[src/rtl/operand_packer_pkg.sv]
// Shared definitions for the operand packer and the downstream FIFO / divider stages.
// Holds the packer state encoding and the operand/word widths.
package operand_packer_pkg;

  localparam int unsigned OPW   = 8;
  localparam int unsigned WORDW = 16;

  typedef enum logic [1:0] {
    StHi   = 2'd0,
    StLo   = 2'd1,
    StWait = 2'd2
  } state_e;

  // Dividend occupies the upper byte of the FIFO word.
  function automatic logic [WORDW-1:0] pack_pair(input logic [OPW-1:0] dividend,
                                                 input logic [OPW-1:0] divisor);
    return {dividend, divisor};
  endfunction

endpackage

[src/rtl/operand_packer.sv]
// Pairs a dividend byte with the following divisor byte and writes {dividend, divisor}
// into the divider input FIFO once it has room; zero divisors are dropped with an error pulse.
module operand_packer
  import operand_packer_pkg::*;
#(
  parameter logic [4:0] LEFT_MIN = 5'd1
) (
  input  logic             clk,
  input  logic             rst_n,
  input  logic             byte_valid,
  input  logic [OPW-1:0]   byte_data,
  output logic             byte_ready,
  input  logic [4:0]       left_sig,
  output logic             write_req,
  output logic [WORDW-1:0] fifo_write_data,
  output logic             div_zero_err,
  output logic [7:0]       pair_count
);

  state_e         state_q;
  logic [OPW-1:0] dividend_q;
  logic [OPW-1:0] divisor_q;

  // Gated by rst_n so the source sees no ready while reset is held.
  assign byte_ready = rst_n & (state_q != StWait);

  always_ff @(posedge clk or negedge rst_n) begin
    if (!rst_n) begin
      state_q         <= StHi;
      dividend_q      <= '0;
      divisor_q       <= '0;
      write_req       <= 1'b0;
      fifo_write_data <= '0;
      div_zero_err    <= 1'b0;
      pair_count      <= '0;
    end else begin
      write_req    <= 1'b0;
      div_zero_err <= 1'b0;
      unique case (state_q)
        StHi: begin
          if (byte_valid) begin
            dividend_q <= byte_data;
            state_q    <= StLo;
          end
        end
        StLo: begin
          if (byte_valid) begin
            if (byte_data == '0) begin
              div_zero_err <= 1'b1;
              state_q      <= StHi;
            end else begin
              divisor_q <= byte_data;
              state_q   <= StWait;
            end
          end
        end
        StWait: begin
          if (left_sig >= LEFT_MIN) begin
            write_req       <= 1'b1;
            fifo_write_data <= pack_pair(dividend_q, divisor_q);
            pair_count      <= pair_count + 8'd1;
            state_q         <= StHi;
          end
        end
        default: state_q <= StHi;
      endcase
    end
  end

endmodule
[config.mk]
export PLATFORM = sky130hd
export DESIGN_NAME = operand_packer
export DESIGN_NICKNAME = d
export VERILOG_FILES = /design/src/rtl/operand_packer_pkg.sv /design/src/rtl/operand_packer.sv
export SDC_FILE = /design/constraint.sdc
export NUM_CORES = 1
export LEC_CHECK = 0
export BUFFER_PORTS_ARGS = -buffer_cell sky130_fd_sc_hd__buf_2
export CAP_MARGIN = 0
export CELL_PAD_IN_SITES_DETAIL_PLACEMENT = 1
export CELL_PAD_IN_SITES_GLOBAL_PLACEMENT = 1
export CORE_MARGIN = 4
export CORE_UTILIZATION = 37
export DETAILED_ROUTE_END_ITERATION = 8
export PLACE_DENSITY = 0.73
export SYNTH_ARGS = -nofsm -noshare
export SYNTH_HDL_FRONTEND = slang
export SYNTH_SLANG_ARGS = --single-unit
[constraint.sdc]
create_clock -name clk -period 1.6 [get_ports clk]
set_clock_uncertainty 0.15 [all_clocks]
set_input_delay 0.24 -clock clk [delete_from_list [all_inputs] [get_ports clk]]
set_output_delay 0.24 -clock clk [all_outputs]
set_load 0.02 [all_outputs]
==> results of run 1 <==
## stage by stage
| step | cell area (um2) | setup WS [ps] | util [%] |
|---|---|---|---|
| 2_1_floorplan | 1760 | 60.6 | - |
| 3_3_place_gp | 2100 | -133 | 46.9 |
| 3_5_place_dp | 2100 | -216 | 46.9 |
| 4_1_cts | 2280 | -101 | 51.0 |
| 5_1_grt | 2320 | -26.9 | 51.8 |
| 6_report | 2320 | 16.3 | 51.8 |
## power by group through the flow
stage | combinational (uW) | sequential, uW | clock, uW
after floorplan | 692 | 2130 | 0
after global placement | 1450 | 1850 | 0
after detailed placement | 1500 | 1890 | 0
after CTS | 1650 | 1870 | 877
after global routing | 1850 | 1950 | 926
final | 1670 | 1880 | 839
## what timing repair did
action                                  CTS  global route
gates cloned                              0             1
gates resized for setup                  14             7
pin swaps                                 1             1
buffers inserted                          1             2
endpoints found under the setup margin   12            19
endpoints found under the hold margin    44             0
hold buffers                              1             0
## kinds of logic (layout without fill, tap and decap cells)
group / Yosys count / in the layout / share of synthesized area [%]
compound gates: 2 / 3 / 1.57
buf+inv: 5 / 67 / 2.42
mux: 16 / 16 / 10.3
xor+xnor: 8 / 8 / 3.99
fa+ha+maj: 1 / 1 / 0.712
simple gates: 72 / 72 / 18.4
flops: 44 / 44 / 62.7
## layout make-up
| class | instances | area (um2) |
|---|---|---|
| Fill cell | 494 | 2160 |
| Sequential cell | 44 | 1100 |
| Multi-Input combinational cell | 100 | 683 |
| Timing Repair Buffer | 58 | 350 |
| Clock buffer | 5 | 68.8 |
| Tap cell | 52 | 65.1 |
| Clock inverter | 3 | 42.5 |
| Inverter | 1 | 6.26 |
## Yosys cell counts (all sizes together)
library cell  instances  share of area (%)
a21oi                 1               0.50
and2                  1               0.36
and3                  1               0.36
buf                   4                2.2
dfrtp                44                 63
ha                    1               0.71
inv                   1               0.21
mux2                 16                 10
nand2                54                 12
nand2b                1               0.36
nand3                 1               0.28
nand3b                1               0.43
nand4                 3                1.4
nor2                  3               0.64
nor3                  2               0.57
nor3b                 1               0.71
nor4                  2               0.71
o21bai                1                1.1
or2                   1               0.36
or4                   1               0.64
xnor2                 6                3.0
xor2                  2                1.0
## how the worst max path moves through the flow
stage | start | endpoint | slack (ps) | depth (start not counted)
3_3_place_gp | left_sig[0] | pair_count[6] | -130 | 6
6_report | state_q[1] | divisor_q[6] | 20 | 3
3_5_place_dp | left_sig[0] | pair_count[6] | -220 | 6
2_1_floorplan | left_sig[0] | pair_count[4] | 60 | 6
5_1_grt | state_q[1] | divisor_q[2] | -30 | 3
4_1_cts | state_q[0] | byte_ready | -100 | 4
## routing by layer
| layer | share of wire, % | wire length (um) | vias up |
|---|---|---|---|
| met2 | 51 | 2110 | 31 |
| met3 | 5.0 | 206 | 7 |
| met4 | 1.6 | 65 | 0 |
| met1 | 43 | 1760 | 649 |
| li1 | - | - | 606 |
| met5 | 0 | 0 | - |
## sequential cells by signal (all words and copies together), names as in the netlist
register	cells
div_zero_err	1
dividend_q	8
divisor_q	8
fifo_write_data	16
pair_count	8
state_q	2
write_req	1
==> impl_summary.md, run 1 <==
CTS
The clock tree synthesis step divided the H-tree into 2 levels. The clock passes through at most 2 buffers. The cell sitting at the root of the clock tree is a clkbuf_8. TritonCTS built the clock tree. The clock latency on the worst-skew pair is 300 ps. The number of buffers created by CTS is 5.

The CTS sink count is 44. After clock tree synthesis, the clock-pin slew on the worst setup and hold paths is 80 ps.

Drt
The first TritonRoute pass finished after 4 iterations. The number of vias after detailed routing is 1293. The first routing iteration left 40 violations. The total routed wirelength is 4.15 mm. The count of nets left with antenna violations once routing finished came out at 0. The DRC violations left is 0. After detailed routing, the average wire length per cell comes to 15.8 um. Dividing the detail-routed via count by the number of cells gives 4.92.

Pwr
For this design the total switching power over the nets is 1560 uW. The worst-case IR drop observed on VDD is 0.866 mV. The post-route total power is 4380 uW. The clock network is responsible for 19.2% of the overall power.

For this design the static power due to leakage is 0.00119 uW. The internal power of the cells totals 2820 uW. Power spread over the standard cell area amounts to 1890 nW/um2. The fraction of power consumed by combinational cells is 38.0%. Of the total power, the share spent switching nets is 35.6%.

Per report_power, the sequential group accounts for 42.8% of the total.

Worst setup path
In this run the register-to-register setup slack is 20 ps. The launch point of the worst reg-to-reg path is state_q[1]. By startpoint and endpoint, the worst setup path is classified as flop to flop. Data on the critical path arrives at its endpoint at 1620 ps. In this run the worst path has a maximum fanout of 4. The cell with the largest stage delay on the worst path is dfrtp_1. The signal on the critical path passes through nand3b_1, a21oi_2, mux2_2. The largest incremental delay on the critical path is 390 ps.

Among cell families on the critical path, the largest total delay comes from flip-flops. The required time reported for the critical path endpoint is 1640 ps. The number of buffers and inverters on the critical path is 0. Measured in cells, the most critical reg-to-reg path has a length of 3. The type of origin of the critical path is a flop. The endpoint identified for the worst register-to-register timing path is divisor_q[6]. The capturing element type of the critical path is a flop.

Min path
The path with the worst hold slack has its endpoint at dividend_q[2]. The type of the tightest min-delay check is input port to flop. The startpoint identified for the worst hold timing path is byte_data[2]. The hold-critical path depth is 2.

Global route
The number of global-route vias before repair is 1467. The global-route layer with the greatest usage is met2. The global-route track usage on met2 is 25.8%. In the global route stage, met3 resource usage came out at 4.80%. The number of antenna violations at the first check in global routing is 0. The global-route wire length before repair is 7.16 mm.

Entering global routing, the biggest net connects 45 pins. The global routing usage on met1 is 18.7%. After global routing the overflow that remains totals 0. The global-route usage over all layers is 15.4%.

Floorplan
The floorplan die height is 76.9 um. The die covers 5910 um2. For this configuration, the core starts out at a cell density of 39.3%. Measured along the x axis, the die boundary spans 76.9 um. Row generation in the floorplan step produced 24 rows. During I/O placement, the number of pins put on the boundary was 43. The total area inside the core boundary comes to 4470 um2.

Flow run
The tool flagged a number of max-cap violations equal to 0.

Logic synthesis
The cell area that synthesis handed to floorplanning was 1760 um2. The number of nets handed over by synthesis was 165. The sequential share of the synthesized area is 62.7%. The post-synthesis register bit count is 44. The number of warnings issued by yosys is 0. The average size of a mapped cell is 11.9 um2.

The cell count after synthesis is 148. The count of unique library cells instantiated by Yosys is 24.

Timing
The highest achievable clock rate is 0.631 GHz. The final-report max-slew violation count is 0. Setup repair after global routing could not meet its margin everywhere. The final number of setup-violating endpoints is 0.

Summed over all failing endpoints, the final setup total negative slack is 0 ps. On the final layout, the worst hold slack is 56.3 ps. For the pin with the worst max-slew slack, the measured transition is 547 ps. In the finished design, the share of the clock period the worst path needs comes to 99.0%. The smallest clock period supported by the final layout is computed as 1580 ps. The final count of hold timing violations is 0. The normalized max-slew margin is 63.5%.

Placement
The final HPWL from detailed placement is 2.94 mm. Buffers placed on the I/O ports in this run total 42. In this run, placement finished with an instance count of 252. The global placer's final weighted congestion is 0.780.

Layout
The most common cell after layout, fill and taps aside is nand2_1. The finished layout holds 263 standard cells, fillers aside. The area growth from synthesis to layout is 31.9%. The layout net count is 227. The antenna diode instance count is 0.

In the layout the commonest cells are nand2_1 (54), dfrtp_1 (44), buf_2 (41). In the final layout, the share of cells above drive strength 1 is 43.1%.

Run status
The flow ran to the end, and the final reports show no timing, DRC or antenna violations.
Power figures use the tool's default switching activity.
==> inputs of run 2 (changes only) <==
--- a/config.mk
+++ b/config.mk
@@ -9,7 +9,7 @@
 export CAP_MARGIN = 0
 export CELL_PAD_IN_SITES_DETAIL_PLACEMENT = 1
 export CELL_PAD_IN_SITES_GLOBAL_PLACEMENT = 1
-export CORE_MARGIN = 4
+export CORE_MARGIN = 2
 export CORE_UTILIZATION = 37
 export DETAILED_ROUTE_END_ITERATION = 8
 export PLACE_DENSITY = 0.73
==> run 2 against run 1 <==
Against the previous run:
- hold slack better by 15 ps
- core utilization fell by 2.0 points
- power shrank 2.6%
- flip-flop and latch count unchanged
- largest power group unchanged
==> impl_summary.md, run 2 (synthesis results as in run 1) <==
Layout
The register containing the most flip-flops in the final layout is fifo_write_data (unchanged). Commonest non-fill, non-tap cells in the layout: nand2_1 (54), dfrtp_1 (44), buf_2 (41) (unchanged). The layout net count is 228 (was 227).

The fraction of the core area covered by cells at the end of the flow is 49.7% (was 51.8%). The growth of design area from synthesis to finish is 32.0% (was 31.9%). The non-filler instance count after layout is 266 (was 263). The antenna diode instance count is 0 (unchanged). The fraction of layout instances using a drive strength above 1 is 42.9% (was 43.1%). The most common cell after layout, fill and taps aside is nand2_1 (unchanged).

The number of flip-flops under the largest register name is 16 (unchanged).

Global route
The pin count of the biggest net entering global routing is 45 (unchanged). The number of antenna violations at the first check in global routing is 0 (unchanged). The remaining global-route overflow is 0 (unchanged).

The number of global-route vias before repair came to 1472 (was 1467). The global-route usage over all layers is 17.6% (was 15.4%). The global-route wire length before repair is 6.95 mm (was 7.16 mm).

Drt
The number of antenna-violating nets in the routed design was 0 (unchanged). The DRC violations left is 0 (unchanged). The average detailed-routed wire length per instance is 16.1 um (was 15.8 um). The total routed wirelength is 4.29 mm (was 4.15 mm). The number of vias after detailed routing is 1289 (was 1293). The via density per instance came to 4.85 (was 4.92).

The first-pass iteration count of the detailed router was 4 (unchanged). The DRC marker count from the first detailed-route iteration is 64 (was 40).

Run status
Run status: completed (unchanged).

Floorplan
The I/O pin count came to 43 (unchanged). The placeable core region is 4660 um2 (was 4470 um2). The floorplan die height came to 72.9 um (was 76.9 um). The width of the die came to 72.9 um (was 76.9 um). The effective utilization at floorplan is 37.7% (was 39.3%).

The die area is 5320 um2 (was 5910 um2). The number of core rows is 25 (was 24).

CTS
The clock transition at the registers of the reported paths came to 80 ps (about the same). The count of H-tree levels built during CTS is 2 (unchanged). The maximum buffer depth of the clock tree is 2 (unchanged).

The number of buffers created by CTS was 5 (unchanged). The clock tree root driver cell is clkbuf_8 (unchanged). The clock latency on the worst-skew pair is 300 ps (about the same). The CTS tree is done (unchanged). The CTS sink count is 44 (unchanged).

Worst setup path
The launch point of the worst reg-to-reg path is state_q[1] (unchanged). The setup slack of the most critical reg-to-reg path is 60 ps (was 20 ps). The logic depth of the worst setup path including buffers is 4 (was 3). The kind of cell adding the most delay to the critical path is flip-flops (unchanged).

The required time reported for the critical path endpoint came to 1210 ps (was 1640 ps). The count of buffering cells on the critical path with inverters included came to 2 (was 0). The arrival time at the worst endpoint came to 1160 ps (was 1620 ps). The capturing element type of the critical path is an output port (was flop). The highest fanout seen on the critical path was 3 (was 4). The cell with the largest stage delay on the worst path is dfrtp_1 (unchanged). The kind of critical path is flop to output port (was flop to flop).

The largest incremental delay on the critical path is 390 ps (about the same). The cell depth of the worst flop-to-flop path is 4 (was 3). The reg-to-reg endpoint is divisor_q[3] (was divisor_q[6]).

The type of origin of the critical path is a flop (unchanged). Critical Path, Cell by Cell: buf_4, nand2b_4, and2_4, buf_6 (was nand3b_1, a21oi_2, mux2_2). The startpoint of the worst setup timing path is state_q[1] (unchanged). The last element of the critical path is byte_ready (was divisor_q[6]).

Timing
The normalized max-slew margin is 63.5% (about the same). The worst hold margin came to 71.0 ps (was 56.3 ps). The share of the cycle needed by the critical path after routing came to 96.9% (was 99.0%). The final-report max-slew violation count is 0 (unchanged). The time the worst path needs with I/O delays and setup is 1550 ps (was 1580 ps). The slew at the pin closest to its max-slew limit is 547 ps (about the same). The final number of setup-violating endpoints is 0 (unchanged).

Setup repair after global routing missed its margin: yes (unchanged). The total negative setup slack was 0 ps (unchanged). The highest achievable clock rate is 0.645 GHz (was 0.631 GHz). The final count of hold timing violations is 0 (unchanged).

Pwr
The leakage component of the power is 0.00118 uW (was 0.00119 uW). The power per cell area is 1840 nW/um2 (was 1890 nW/um2). The worst ir drop on vdd is 0.842 mV (was 0.866 mV).

Placement
The global placer's final weighted congestion is 0.723 (was 0.780). The count of input and output buffers came to 42 (unchanged). The final HPWL from detailed placement came to 3.06 mm (was 2.94 mm).

The instance count after placement with tap cells included is 255 (was 252).

Flow run
The number of max-cap violations was 0 (unchanged).

Min path
The type of the tightest min-delay check is input port to flop (unchanged). The hold-critical path depth came to 2 (unchanged).
==> run 2: final cells by class <==
class | instances | area, um2
Fill cell | 523 | 2340
Tap cell | 54 | 67.6
Multi-Input combinational cell | 99 | 668
Timing Repair Buffer | 60 | 383
Inverter | 1 | 8.76
Sequential cell | 44 | 1100
Clock buffer | 8 | 90.1
==> run 2: through the flow <==
step,cell area (um2),power [uW],setup WS [ps]
floorplan,1760,2820,60.6
global placement,2120,3310,-113
detailed placement,2120,3420,-158
CTS,2270,4230,16.3
global route,2320,4580,-10.2
finish,2320,4270,50.2
==> run 2: worst min path at each step <==
stage,startpoint,end
floorplan,rst_n,div_zero_err
global placement,rst_n,fifo_write_data[7]
detailed placement,rst_n,fifo_write_data[5]
CTS,byte_valid,state_q[0]
global route,byte_data[6],divisor_q[6]
finish,byte_data[6],dividend_q[6]
==> run 2: routing by layer <==
| layer | GRT usage [%] | vias up | routed length [um] |
|---|---|---|---|
| met4 | 6.58 | 0 | 66 |
| met2 | 32.1 | 35 | 2390 |
| met5 | 0 | - | 0 |
| met1 | 19.6 | 643 | 1640 |
| met3 | 4.42 | 6 | 191 |
| li1 | - | 605 | - |
==> run 2: timing repair <==
item,in CTS,in global routing
hold buffers,1,0
endpoints found under the hold margin,44,0
gates cloned,0,0
buffers inserted,2,0
resized for setup,4,13
setup endpoints to repair,13,19
pin swaps,0,1
==> run 2: worst reg2reg max path, stage by stage, from the launching register on <==
cell and delay (ps):
dfrtp_1 390, nand3b_1 230, a21oi_4 190, buf_4 150, mux2_2 330
==> run 2: power breakdown <==
part           internal (uW)  total [uW]  switching [uW]
sequential              1580        1870             294
combinational            786        1680             899
clock                    352         712             360
total                   2720        4270            1550
